**src/rtl/serial_pkg.sv**
```systemverilog
// serial_pkg: shared types and constants for the serial transmit framer
// Holds the engine state enum, the byte width and a counter-width helper.
package serial_pkg;

    localparam int BYTE_W = 8;

    typedef enum logic {
        IDLE  = 1'b0,
        SHIFT = 1'b1
    } state_e;

    // Width of a counter that runs 0..n-1; never narrower than one bit.
    function automatic int cnt_w(input int n);
        return (n > 1) ? $clog2(n) : 1;
    endfunction

endpackage

```
**src/rtl/byte_fifo.sv**
```systemverilog
// byte_fifo: synchronous FIFO of DEPTH entries holding BYTE_W-bit words
// Ports: clk, rst_n (async active-low); push/wr_data write side, ignored when full;
// pop/rd_data read side, rd_data shows the head, ignored when empty;
// full, empty and level report occupancy (level runs 0..DEPTH).
module byte_fifo #(
    parameter int DEPTH  = 4,
    parameter int BYTE_W = 8
) (
    input  logic                       clk,
    input  logic                       rst_n,
    input  logic                       push,
    input  logic [BYTE_W-1:0]          wr_data,
    input  logic                       pop,
    output logic [BYTE_W-1:0]          rd_data,
    output logic                       full,
    output logic                       empty,
    output logic [$clog2(DEPTH+1)-1:0] level
);

    localparam int PW = $clog2(DEPTH);
    localparam int LW = $clog2(DEPTH + 1);

    logic [BYTE_W-1:0] mem_q [DEPTH];
    logic [PW-1:0]     wr_ptr_q, wr_ptr_d;
    logic [PW-1:0]     rd_ptr_q, rd_ptr_d;
    logic [LW-1:0]     level_q, level_d;
    logic              do_push, do_pop;

    // DEPTH is a power of two, so the pointers wrap by plain overflow.
    always_comb begin
        full     = level_q == LW'(DEPTH);
        empty    = level_q == '0;
        do_push  = push && !full;
        do_pop   = pop && !empty;
        wr_ptr_d = do_push ? wr_ptr_q + 1'b1 : wr_ptr_q;
        rd_ptr_d = do_pop ? rd_ptr_q + 1'b1 : rd_ptr_q;
        level_d  = (do_push && !do_pop) ? level_q + 1'b1 :
                   (do_pop && !do_push) ? level_q - 1'b1 : level_q;
        rd_data  = mem_q[rd_ptr_q];
        level    = level_q;
    end

    always_ff @(posedge clk or negedge rst_n) begin
        if (!rst_n) begin
            wr_ptr_q <= '0;
            rd_ptr_q <= '0;
            level_q  <= '0;
        end else begin
            wr_ptr_q <= wr_ptr_d;
            rd_ptr_q <= rd_ptr_d;
            level_q  <= level_d;
        end
    end

    // Storage needs no reset: an entry is only read after it has been written.
    always_ff @(posedge clk) begin
        if (do_push) mem_q[wr_ptr_q] <= wr_data;
    end

endmodule

```
**src/rtl/serial_tx_framer.sv**
```systemverilog
// serial_tx_framer: byte FIFO feeding an MSB-first serialiser with a bit-rate divider
// Ports: clk, rst_n (async active-low); in_data/in_valid/in_ready byte input handshake;
// serial_data current bit (0 when idle); shift_en one-cycle sample strobe per bit;
// byte_done pulse with the 8th shift_en; busy high in SHIFT; fifo_level queued bytes.
module serial_tx_framer import serial_pkg::*; #(
    parameter int DEPTH   = 4,
    parameter int CLK_DIV = 1
) (
    input  logic                       clk,
    input  logic                       rst_n,
    input  logic [BYTE_W-1:0]          in_data,
    input  logic                       in_valid,
    output logic                       in_ready,
    output logic                       serial_data,
    output logic                       shift_en,
    output logic                       byte_done,
    output logic                       busy,
    output logic [$clog2(DEPTH+1)-1:0] fifo_level
);

    localparam int              DW       = cnt_w(CLK_DIV);
    localparam int              CW       = cnt_w(BYTE_W);
    localparam logic [DW-1:0]   DIV_LAST = DW'(CLK_DIV - 1);
    localparam logic [CW-1:0]   BIT_LAST = CW'(BYTE_W - 1);

    state_e            state_q, state_d;
    logic [BYTE_W-1:0] shreg_q, shreg_d;
    logic [CW-1:0]     bit_cnt_q, bit_cnt_d;
    logic [DW-1:0]     div_cnt_q, div_cnt_d;
    logic [BYTE_W-1:0] fifo_rd;
    logic              fifo_full, fifo_empty, pop;

    byte_fifo #(
        .DEPTH  (DEPTH),
        .BYTE_W (BYTE_W)
    ) u_fifo (
        .clk     (clk),
        .rst_n   (rst_n),
        .push    (in_valid),
        .wr_data (in_data),
        .pop     (pop),
        .rd_data (fifo_rd),
        .full    (fifo_full),
        .empty   (fifo_empty),
        .level   (fifo_level)
    );

    always_ff @(posedge clk or negedge rst_n) begin
        if (!rst_n) state_q <= IDLE;
        else        state_q <= state_d;
    end

    // Leaving SHIFT only happens on a byte boundary with nothing queued.
    always_comb begin
        state_d = (state_q == IDLE) ? (fifo_empty ? IDLE : SHIFT) :
                  (byte_done && fifo_empty) ? IDLE : SHIFT;
    end

    // Pops only from registered FIFO state, so a fresh push into an empty
    // FIFO is taken on the following edge.
    always_comb begin
        busy        = state_q == SHIFT;
        shift_en    = busy && div_cnt_q == DIV_LAST;
        byte_done   = shift_en && bit_cnt_q == BIT_LAST;
        serial_data = busy && shreg_q[BYTE_W-1];
        in_ready    = !fifo_full;
        pop         = !fifo_empty && (!busy || byte_done);
    end

    always_comb begin
        shreg_d   = pop ? fifo_rd : shift_en ? {shreg_q[BYTE_W-2:0], 1'b0} : shreg_q;
        bit_cnt_d = pop ? '0 : shift_en ? bit_cnt_q + 1'b1 : bit_cnt_q;
        div_cnt_d = (pop || shift_en || !busy) ? '0 : div_cnt_q + 1'b1;
    end

    always_ff @(posedge clk or negedge rst_n) begin
        if (!rst_n) begin
            shreg_q   <= '0;
            bit_cnt_q <= '0;
            div_cnt_q <= '0;
        end else begin
            shreg_q   <= shreg_d;
            bit_cnt_q <= bit_cnt_d;
            div_cnt_q <= div_cnt_d;
        end
    end

endmodule
```
**config.mk**
```make
export PLATFORM = sky130hd
export DESIGN_NAME = serial_tx_framer
export DESIGN_NICKNAME = d
export VERILOG_FILES = /design/src/rtl/serial_pkg.sv /design/src/rtl/byte_fifo.sv /design/src/rtl/serial_tx_framer.sv
export SDC_FILE = /design/constraint.sdc
export NUM_CORES = 1
export LEC_CHECK = 0
export ABC_CLOCK_PERIOD_IN_PS = 2100
export CAP_MARGIN = 20
export CORE_AREA = 2 2 73 75
export DETAILED_ROUTE_END_ITERATION = 7
export DIE_AREA = 0 0 75 77
export GPL_ROUTABILITY_DRIVEN = 0
export PLACE_DENSITY = 0.7
export REMOVE_ABC_BUFFERS = 1
export SYNTH_ARGS = -nofsm -noshare
export SYNTH_HDL_FRONTEND = slang
export SYNTH_SLANG_ARGS = --single-unit
export TNS_END_PERCENT = 100
```
**constraint.sdc**
```tcl
create_clock -name clk -period 2.1 [get_ports clk]
set_clock_uncertainty 0.1 [all_clocks]
set_input_delay 0.42 -clock clk [delete_from_list [all_inputs] [get_ports clk]]
set_output_delay 0.42 -clock clk [all_outputs]
set_load 0.02 [all_outputs]
```
After elaboration in Yosys (flattened, before gate mapping):

Memory sizes are Yosys's and may differ from the RTL's.
Index checks and enable logic that the tools add are counted.

* bitwise logic cells: 1
* shifts and indexed selects: 0
* add/subtract/negate cells: 6
* equality and inequality tests: 2
* $mul: 0
* multiplexer cells: 12
* div/mod/pow operators: 0
* order comparisons: 0
* reduce and logical (&&, ||, !) cells: 20

Operator list (number)
* two-way mux 8 bit: 2
* two-way mux 3 bit: 4
* logical AND 1 bit: 9
* adder 3 x 1 -> 3 bit (second input constant): 2
* equality test 3 bit (second input constant): 2
* two-way mux 1 bit: 6
* logical NOT 1 bit: 5
* adder 2 x 1 -> 2 bit (second input constant): 2
* nonzero test 2 bit: 2
* logical NOT 3 bit: 1
* logical OR 1 bit: 3
* subtractor 3 x 1 -> 3 bit (second input constant): 1
* adder 1 bit (second input constant): 1
* inverter 1 bit: 1

* bits in latches: 0
* flip-flop bits (word level): 20
* bits in read-only memories: 0
* logic and storage cells: 49
* output and inout port bits: 8
* memory bits (writable): 32
* bits of input ports: 11
* memories: 1

Memories
* u_fifo.mem_q: depth 4, width 8, read ports 1, clocked after memory_dff 0, write ports 1, RTL line byte_fifo.sv:23 `logic [BYTE_W-1:0] mem_q [DEPTH];`

Longest topological paths before layout:

Gate-level depths: netlist of the first run.

* word-level depth: 9
* depth in mapped cells: 11
* depth with buffers taken out: 11

By module:

A second synthesis of the first run with hierarchy kept.

* cells, all modules: 163
* area total of the unflattened synthesis: 2461.1 um^2

By module, submodules not included
* byte_fifo: times used 1, cells an instance 78, area each 1575.3 um^2, sequential area each 1136.1 um^2
* serial_tx_framer: times used 1, cells an instance 85, area each 885.8 um^2, sequential area each 325.3 um^2

Worst setup path before layout of the first run:

No wires, ideal clock.

* path kind: register to register
* from: register bit_cnt_q[0]
* to: register u_fifo.level_q[1] (netlist: u_fifo.level[1])
* buffers on the path: 0
* path slack: -0.179 ns
* cell stages (with the launch flop): 10
* library setup time: 0.125 ns
* clock period less this slack: 2.279 ns
* data arrival time: 2.054 ns
* required time: 1.875 ns
* cells stage by stage: dfrtp_1 -> ha_1 -> ha_1 -> nand2b_1 -> a21oi_2 -> inv_1 -> ha_1 -> inv_1 -> fa_1 -> mux2_2

* word-level cells in the longest chain between the ends: 8
* elaborated cells between the ends (all ways): 10
* those cells by class: eq/ne: 1; mux: 1; reduce/logical: 8

RTL lines
* start, declared: RTL line serial_tx_framer.sv:28 `logic [CW-1:0] bit_cnt_q, bit_cnt_d;`
* start signal, assigned: RTL line serial_tx_framer.sv:83 `bit_cnt_q <= bit_cnt_d;`
* equality test 3 bit: RTL line serial_tx_framer.sv:64 `byte_done = shift_en && bit_cnt_q == BIT_LAST;`
* logical AND 1 bit: RTL line serial_tx_framer.sv:64
* logical OR 1 bit: RTL line serial_tx_framer.sv:67 `pop = !fifo_empty && (!busy || byte_done);`
* logical AND 1 bit: RTL line serial_tx_framer.sv:67
* logical AND 1 bit: RTL line byte_fifo.sv:34 `do_pop = pop && !empty;`
* logical NOT 1 bit: RTL line byte_fifo.sv:37 `level_d = (do_push && !do_pop) ? level_q + 1'b1 :`
* logical AND 1 bit: RTL line byte_fifo.sv:37
* two-way mux 3 bit: RTL line byte_fifo.sv:37
* via u_fifo.level_d[1]: RTL line byte_fifo.sv:26 `logic [LW-1:0] level_q, level_d;`
* end signal, assigned: RTL line byte_fifo.sv:51 `level_q <= level_d;`
* end, declared: RTL line byte_fifo.sv:26

The timed path passes the listed nets, and every way through them passes these cells.
A chain may end at the register's enable or synchronous reset.

Worst setup path after layout of the first run:

* from: register bit_cnt_q[1]
* to: register u_fifo.level_q[2] (netlist: u_fifo.level[2])

* word-level cells in the longest chain between the ends: 8
* elaborated cells between the ends (all ways): 10
* those cells by class: eq/ne: 1; mux: 1; reduce/logical: 8

RTL lines (RTL line)
* equality test 3 bit *: serial_tx_framer.sv:64
* logical AND 1 bit *: serial_tx_framer.sv:64
* logical OR 1 bit *: serial_tx_framer.sv:67
* logical AND 1 bit *: serial_tx_framer.sv:67
* logical AND 1 bit *: byte_fifo.sv:34
* logical NOT 1 bit: byte_fifo.sv:37
* logical AND 1 bit: byte_fifo.sv:37
* two-way mux 3 bit or nonzero test 2 bit (tied branches)

Every way passes the cells marked *; elsewhere a longest branch is shown, timed or not.

==> results of run 1 <==
per-layer routing:
metal	vias to the layer above	wire, µm	global-route usage
li1	560	-	-
met1	615	1640	0.193
met2	27	2120	0.254
met3	4	130	0.0315
met4	0	45	0.0571
met5	-	0	0
sequential cells by signal (all words and copies together) (netlist names):
signal	cells
u_fifo.level	3
bit_cnt_q	3
shreg_q	8
u_fifo.mem_q	32
busy	1
u_fifo.rd_ptr_q	2
div_cnt_q	1
u_fifo.wr_ptr_q	2
power by group through the flow:
stage / logic [W] / registers, W / clock network, W
3_3_place_gp: 0.00110 / 0.00155 / 0
5_1_grt: 0.00130 / 0.00159 / 0.000613
4_1_cts: 0.00121 / 0.00156 / 0.000580
6_report: 0.00119 / 0.00156 / 0.000560
3_5_place_dp: 0.00116 / 0.00157 / 0
2_1_floorplan: 0.000612 / 0.00160 / 0
cells in the mapped netlist:
cell,instances
conb_1,1
a22o_2,3
buf_6,2
buf_2,1
and2_1,6
dfrtp_1,20
o31a_2,1
xnor2_1,3
mux2_2,3
a21oi_2,1
a21boi_2,1
a211oi_1,1
nand2b_1,1
mux4_2,8
xor2_1,3
fa_1,1
edfxtp_1,32
clkbuf_2,1
mux2_4,1
ha_1,7
and3b_1,7
inv_1,5
nor2b_1,2
a221o_1,7
nand2_1,3
nor3_2,1
nor2_1,2
final timing paths:
| check | slack (ns) | to | start | cells after the start |
|---|---|---|---|---|
| hold reg to reg | 0.42 | shreg_q[3] | shreg_q[3] | 1 |
| max in group asynchronous | 1.33 | bit_cnt_q[1] | rst_n | 2 |
| setup / recovery | -0.004 | u_fifo.level[2] | bit_cnt_q[1] | 11 |
| min in group clk | 0.42 | shreg_q[3] | shreg_q[3] | 1 |
| hold / removal | 0.36 | u_fifo.level[1] | rst_n | 2 |
| setup reg to reg | -0.004 | u_fifo.level[2] | bit_cnt_q[1] | 11 |
worst reg2reg max path: stages (launching register included):
cell and delay (ns):
dfrtp_1 0.40, ha_2 0.20, ha_4 0.17, nand2b_4 0.07, a21oi_2 0.06, inv_1 0.06
ha_2 0.19, inv_2 0.04, fa_2 0.33, xor2_1 0.14, nor2_1 0.12, xor2_1 0.16
logic make-up after synthesis:
| group | Yosys count | share of synthesized area |
|---|---|---|
| AO/OA/AOI/OAI | 14 | 0.0629 |
| AND/OR/NAND/NOR | 22 | 0.0669 |
| buffers and inverters | 9 | 0.0234 |
| adder cells (fa/ha/maj) | 8 | 0.0491 |
| multiplexers | 12 | 0.105 |
| flip-flops | 52 | 0.667 |
| other | 1 | 0.00171 |
| XOR/XNOR | 6 | 0.0240 |
repair_timing:
item | 4_1_cts | 5_1_grt
gates resized for setup | 12 | 3
hold buffers | 0 | 0
pin swaps | 3 | 3
buffers inserted | 7 | 0
endpoints found under the setup margin | 5 | 5
layout make-up:
| type | instances | area share |
|---|---|---|
| inverter | 5 | 0.00677 |
| sequential | 52 | 0.527 |
| clock buffer | 7 | 0.0311 |
| tap | 70 | 0.0316 |
| multi-input combinational | 63 | 0.256 |
| timing repair buffer | 42 | 0.146 |
| clock inverter | 1 | 0.00135 |
through the flow:
| step | instances | instance area [µm²] | TNS [ns] |
|---|---|---|---|
| 3_3_place_gp | 225 | 2600 | -0.116 |
| 6_report | 240 | 2770 | -0.00431 |
| 4_1_cts | 240 | 2770 | -0.0831 |
| 3_5_place_dp | 225 | 2600 | -0.262 |
| 5_1_grt | 240 | 2770 | -0.263 |
| 2_1_floorplan | 120 | 2160 | -0.292 |
==> out/results.ini, run 1 <==
[outcome]
status=finished with violations
violations=negative setup slack

[drt]
postRouteAntennaNets=0
routed_wl_um=3940
drtIter0Drc=67
first_pass_iters=4
drc=0
avgRoutedWirePerCell_um=16.4
dr_total_vias=1206
post_drt_via_cell_ratio=5.03

[cts]
cts_max_level=2
clockBufferDepth=2
tritoncts=yes
insertion_delay_ns=0.29
clock_sinks=52
clkSlewWorstSetupHoldPaths_ns=0.08
cts_buffers=5
cts-root-buf=clkbuf_8

[critical_path]
crit_fanout=2
cp_top_family=adder cells
cp.required_ns=2.22
startpoint_type=flop
cpMaxStageDelayCell=dfrtp_1
critical_path_class=flop to flop
cp_num_buf_inv=2
worstSetupEndpointType=flop
cp.arrival_ns=2.22
cp_cell_sequence=ha_2 > ha_4 > nand2b_4 > a21oi_2 > inv_1 > ha_2 > inv_2 > fa_2 > xor2_1 > nor2_1 > xor2_1
max_stage_delay_ns=0.40

[global_route]
grt_pass1_wl_um=6490
grt_max_degree=21
grt_antenna_before_repair=0
gr-total-overflow=0
grt_pass1_vias=1352
grt_usage=0.153

[logic_synthesis]
ys_types=27
netlist.area_leader.share=0.439
syn_area_per_cell_um2=17.7
syn_inst=124
ys_seq_area_frac=0.667
synth_area_leader_cell=edfxtp_1
syn_area_um2=2190
synth_area_leaders=edfxtp_1 (44%), dfrtp_1 (23%), mux4_2 (8.2%), ha_1 (4.0%), a221o_1 (3.2%)
ys_seq_elements=52
yosysWarnings=0

[power]
p_switching_w=0.000993
p_int_w=0.00231
peakVddDrop_v=0.000583
power_per_cell_area_nw_per_um2=1190
p_comb_frac=0.360
seq_power_share=0.471
p_sw_frac=0.300
power.leakage_nw=1.12
pwr-share-clk=0.169
total_power_w=0.00331

[die]
num_rows=26
start_util=0.440
coreArea_um2=4980
dieArea_um2=5780
io_pins=19
die_y_um=77
die_w_um=75

[job]
drv_cap=0

[layout]
drive_above_1_share=0.335
final_common_cell=edfxtp_1
mostFrequentLayoutCells=edfxtp_1 (32), dfrtp_1 (20), buf_4 (20), clkdlybuf4s50_1 (14), mux4_2 (8)
area_growth_pct=26.6
regArea_um2=1460
fill_cells=399
diodes=0
utilization=0.557
multi_input_area_um2=709
nNetsFinal=188

[timing]
rsz0062_at_grt=true
period_share=1.00
min_period_ns=2.10
whs_ns=0.358
clock.fmax_mhz=475
drv_slew=0
setup_ws_ns=-0.00431
setup_violations=1
hold_viol=0

[place]
detailed_place_hpwl_um=2680
place_ws_ns=-0.182
io_buffers=18

[worst_hold_path]
hold_path.class=input port to async pin

Power figures use the tool's default switching activity.
==> run 2, diff against run 1 <==
--- a/config.mk
+++ b/config.mk
@@ -6,7 +6,6 @@
 export NUM_CORES = 1
 export LEC_CHECK = 0
 export ABC_CLOCK_PERIOD_IN_PS = 2100
-export CAP_MARGIN = 20
 export CORE_AREA = 2 2 73 75
 export DETAILED_ROUTE_END_ITERATION = 7
 export DIE_AREA = 0 0 75 77
==> results of run 2 <==
No change in the layout: final DEF, timing and power equal those of run 1.
==> run 3, diff against run 2 <==
--- a/config.mk
+++ b/config.mk
@@ -6,11 +6,11 @@
 export NUM_CORES = 1
 export LEC_CHECK = 0
 export ABC_CLOCK_PERIOD_IN_PS = 2100
-export CORE_AREA = 2 2 73 75
+export CORE_AREA = 2 2 77 72
 export DETAILED_ROUTE_END_ITERATION = 7
-export DIE_AREA = 0 0 75 77
+export DIE_AREA = 0 0 79 74
 export GPL_ROUTABILITY_DRIVEN = 0
-export PLACE_DENSITY = 0.7
+export PLACE_DENSITY = 0.69
 export REMOVE_ABC_BUFFERS = 1
 export SYNTH_ARGS = -nofsm -noshare
 export SYNTH_HDL_FRONTEND = slang
==> out/results.ini, run 3 (synthesized netlist as in run 1, its figures left out) <==
[timing]
whs_ns=0.357  ; -0.000195 ns
drv_slew=0  ; unchanged
min_period_ns=2.09  ; -0.0163 ns
hold_viol=0  ; unchanged
setup_ws_ns=0.0120  ; +0.0163 ns
clock.fmax_mhz=479  ; +0.78%
period_share=0.994  ; -0.00778
rsz0062_at_grt=true
setup_violations=0  ; -1

[layout]
regArea_um2=1460  ; unchanged
nNetsFinal=183  ; -2.7%
area_growth_pct=25.0
drive_above_1_share=0.315  ; -0.0201
multi_input_area_um2=722  ; +1.8%
fill_cells=432  ; +8.3%
largest_registers=u_fifo.mem_q x32, shreg_q x8
diodes=0  ; unchanged
largest_reg_flops=32  ; unchanged
final_common_cell=edfxtp_1
top_register=u_fifo.mem_q
mostFrequentLayoutCells=edfxtp_1 (32), dfrtp_1 (20), clkdlybuf4s50_1 (15), buf_4 (15), mux4_2 (8)

[die]
num_rows=25  ; -3.8%
die_w_um=79  ; +5.3%
die_y_um=74  ; -3.9%
start_util=0.432  ; -0.00782
io_pins=19  ; unchanged
dieArea_um2=5850  ; +1.2%
coreArea_um2=5070  ; +1.8%

[drt]
drc=0  ; unchanged
dr_total_vias=1189  ; -1.4%
avgRoutedWirePerCell_um=16.0  ; -2.3%
routed_wl_um=3720  ; -5.6%
post_drt_via_cell_ratio=5.13  ; +2.0%
postRouteAntennaNets=0  ; unchanged
drtIter0Drc=78  ; +16%
first_pass_iters=4  ; unchanged

[power]
power_per_cell_area_nw_per_um2=1190  ; about the same
power.leakage_nw=1.08  ; -3.3%
peakVddDrop_v=0.000670  ; +15%

[critical_path]
cp_top_family=adder cells
cp_num_buf_inv=2  ; unchanged
max_stage_delay_ns=0.40  ; about the same
cpMaxStageDelayCell=dfrtp_1
startpoint_type=flop
worstSetupEndpointType=flop
cp.required_ns=2.22  ; about the same
crit_fanout=2  ; unchanged
critical_path_class=flop to flop
cp.arrival_ns=2.21  ; about the same
cp_cell_sequence=ha_2 > ha_4 > nand2b_4 > a21oi_4 > inv_2 > ha_4 > inv_2 > fa_2 > xor2_1 > nor2_1 > xor2_1

[place]
detailed_place_hpwl_um=2610  ; -2.5%
io_buffers=18  ; unchanged
place_ws_ns=-0.186  ; -0.00353 ns

[global_route]
grt_max_degree=21  ; unchanged
grt_pass1_vias=1231  ; -8.9%
grt_antenna_before_repair=0  ; unchanged
gr-total-overflow=0  ; unchanged
grt_usage=0.143  ; -0.00930
grt_pass1_wl_um=6040  ; -6.8%

[cts]
clockBufferDepth=2  ; unchanged
clock_sinks=52  ; unchanged
clkSlewWorstSetupHoldPaths_ns=0.08  ; about the same
insertion_delay_ns=0.30  ; about the same
cts-root-buf=clkbuf_8
tritoncts=yes
cts_buffers=5  ; unchanged
cts_max_level=2  ; unchanged

[outcome]
status=completed

[worst_hold_path]
hold_path.class=input port to async pin

[job]
drv_cap=0  ; unchanged

run 3: final timing paths:
kind                                         to  slack [ns]  cells after the start          from
max in group asynchronous            shreg_q[2]        1.33                      2         rst_n
worst min-delay path               bit_cnt_q[1]        0.36                      2         rst_n
worst max register to register  u_fifo.level[2]        0.01                     11  bit_cnt_q[0]
min in group clk                     shreg_q[5]        0.41                      1    shreg_q[5]
worst min register to register       shreg_q[5]        0.41                      1    shreg_q[5]
worst max-delay path            u_fifo.level[2]        0.01                     11  bit_cnt_q[0]
run 3: power by group:
group	switching, W	internal, W
registers	0.000181	0.00137
clock network	0.000291	0.000234
logic	0.000510	0.000676
total	0.000983	0.00228
run 3: per-layer routing:
layer	wire, µm	GRT usage	share of wire
met1	1560	0.181	0.42
met4	50	0.0402	0.013
met2	1910	0.247	0.51
met5	0	0	0
met3	194	0.0400	0.052
run 3: stage by stage:
stage           util  area [µm²]  TNS, ns  cells  power [W]
4_1_cts        0.536        2720  -0.0528    231    0.00329
5_1_grt        0.540        2740   -0.162    232    0.00346
2_1_floorplan      -        2160   -0.292    120    0.00221
6_report       0.540        2740        0    232    0.00326
3_3_place_gp   0.511        2590   -0.148    221    0.00266
3_5_place_dp   0.511        2590   -0.298    221    0.00273
run 3: final cells by class:
type / instances / share of cell area
inverter: 5 / 0.00686
clock inverter: 1 / 0.00183
multi-input combinational: 63 / 0.264
timing repair buffer: 37 / 0.135
tap: 67 / 0.0306
clock buffer: 7 / 0.0279
sequential: 52 / 0.534
run 3: repair_timing:
item,CTS,global route
hold buffers,0,0
pin swaps,3,2
resized for setup,11,5
buffers inserted,2,1
endpoints found under the setup margin,4,4
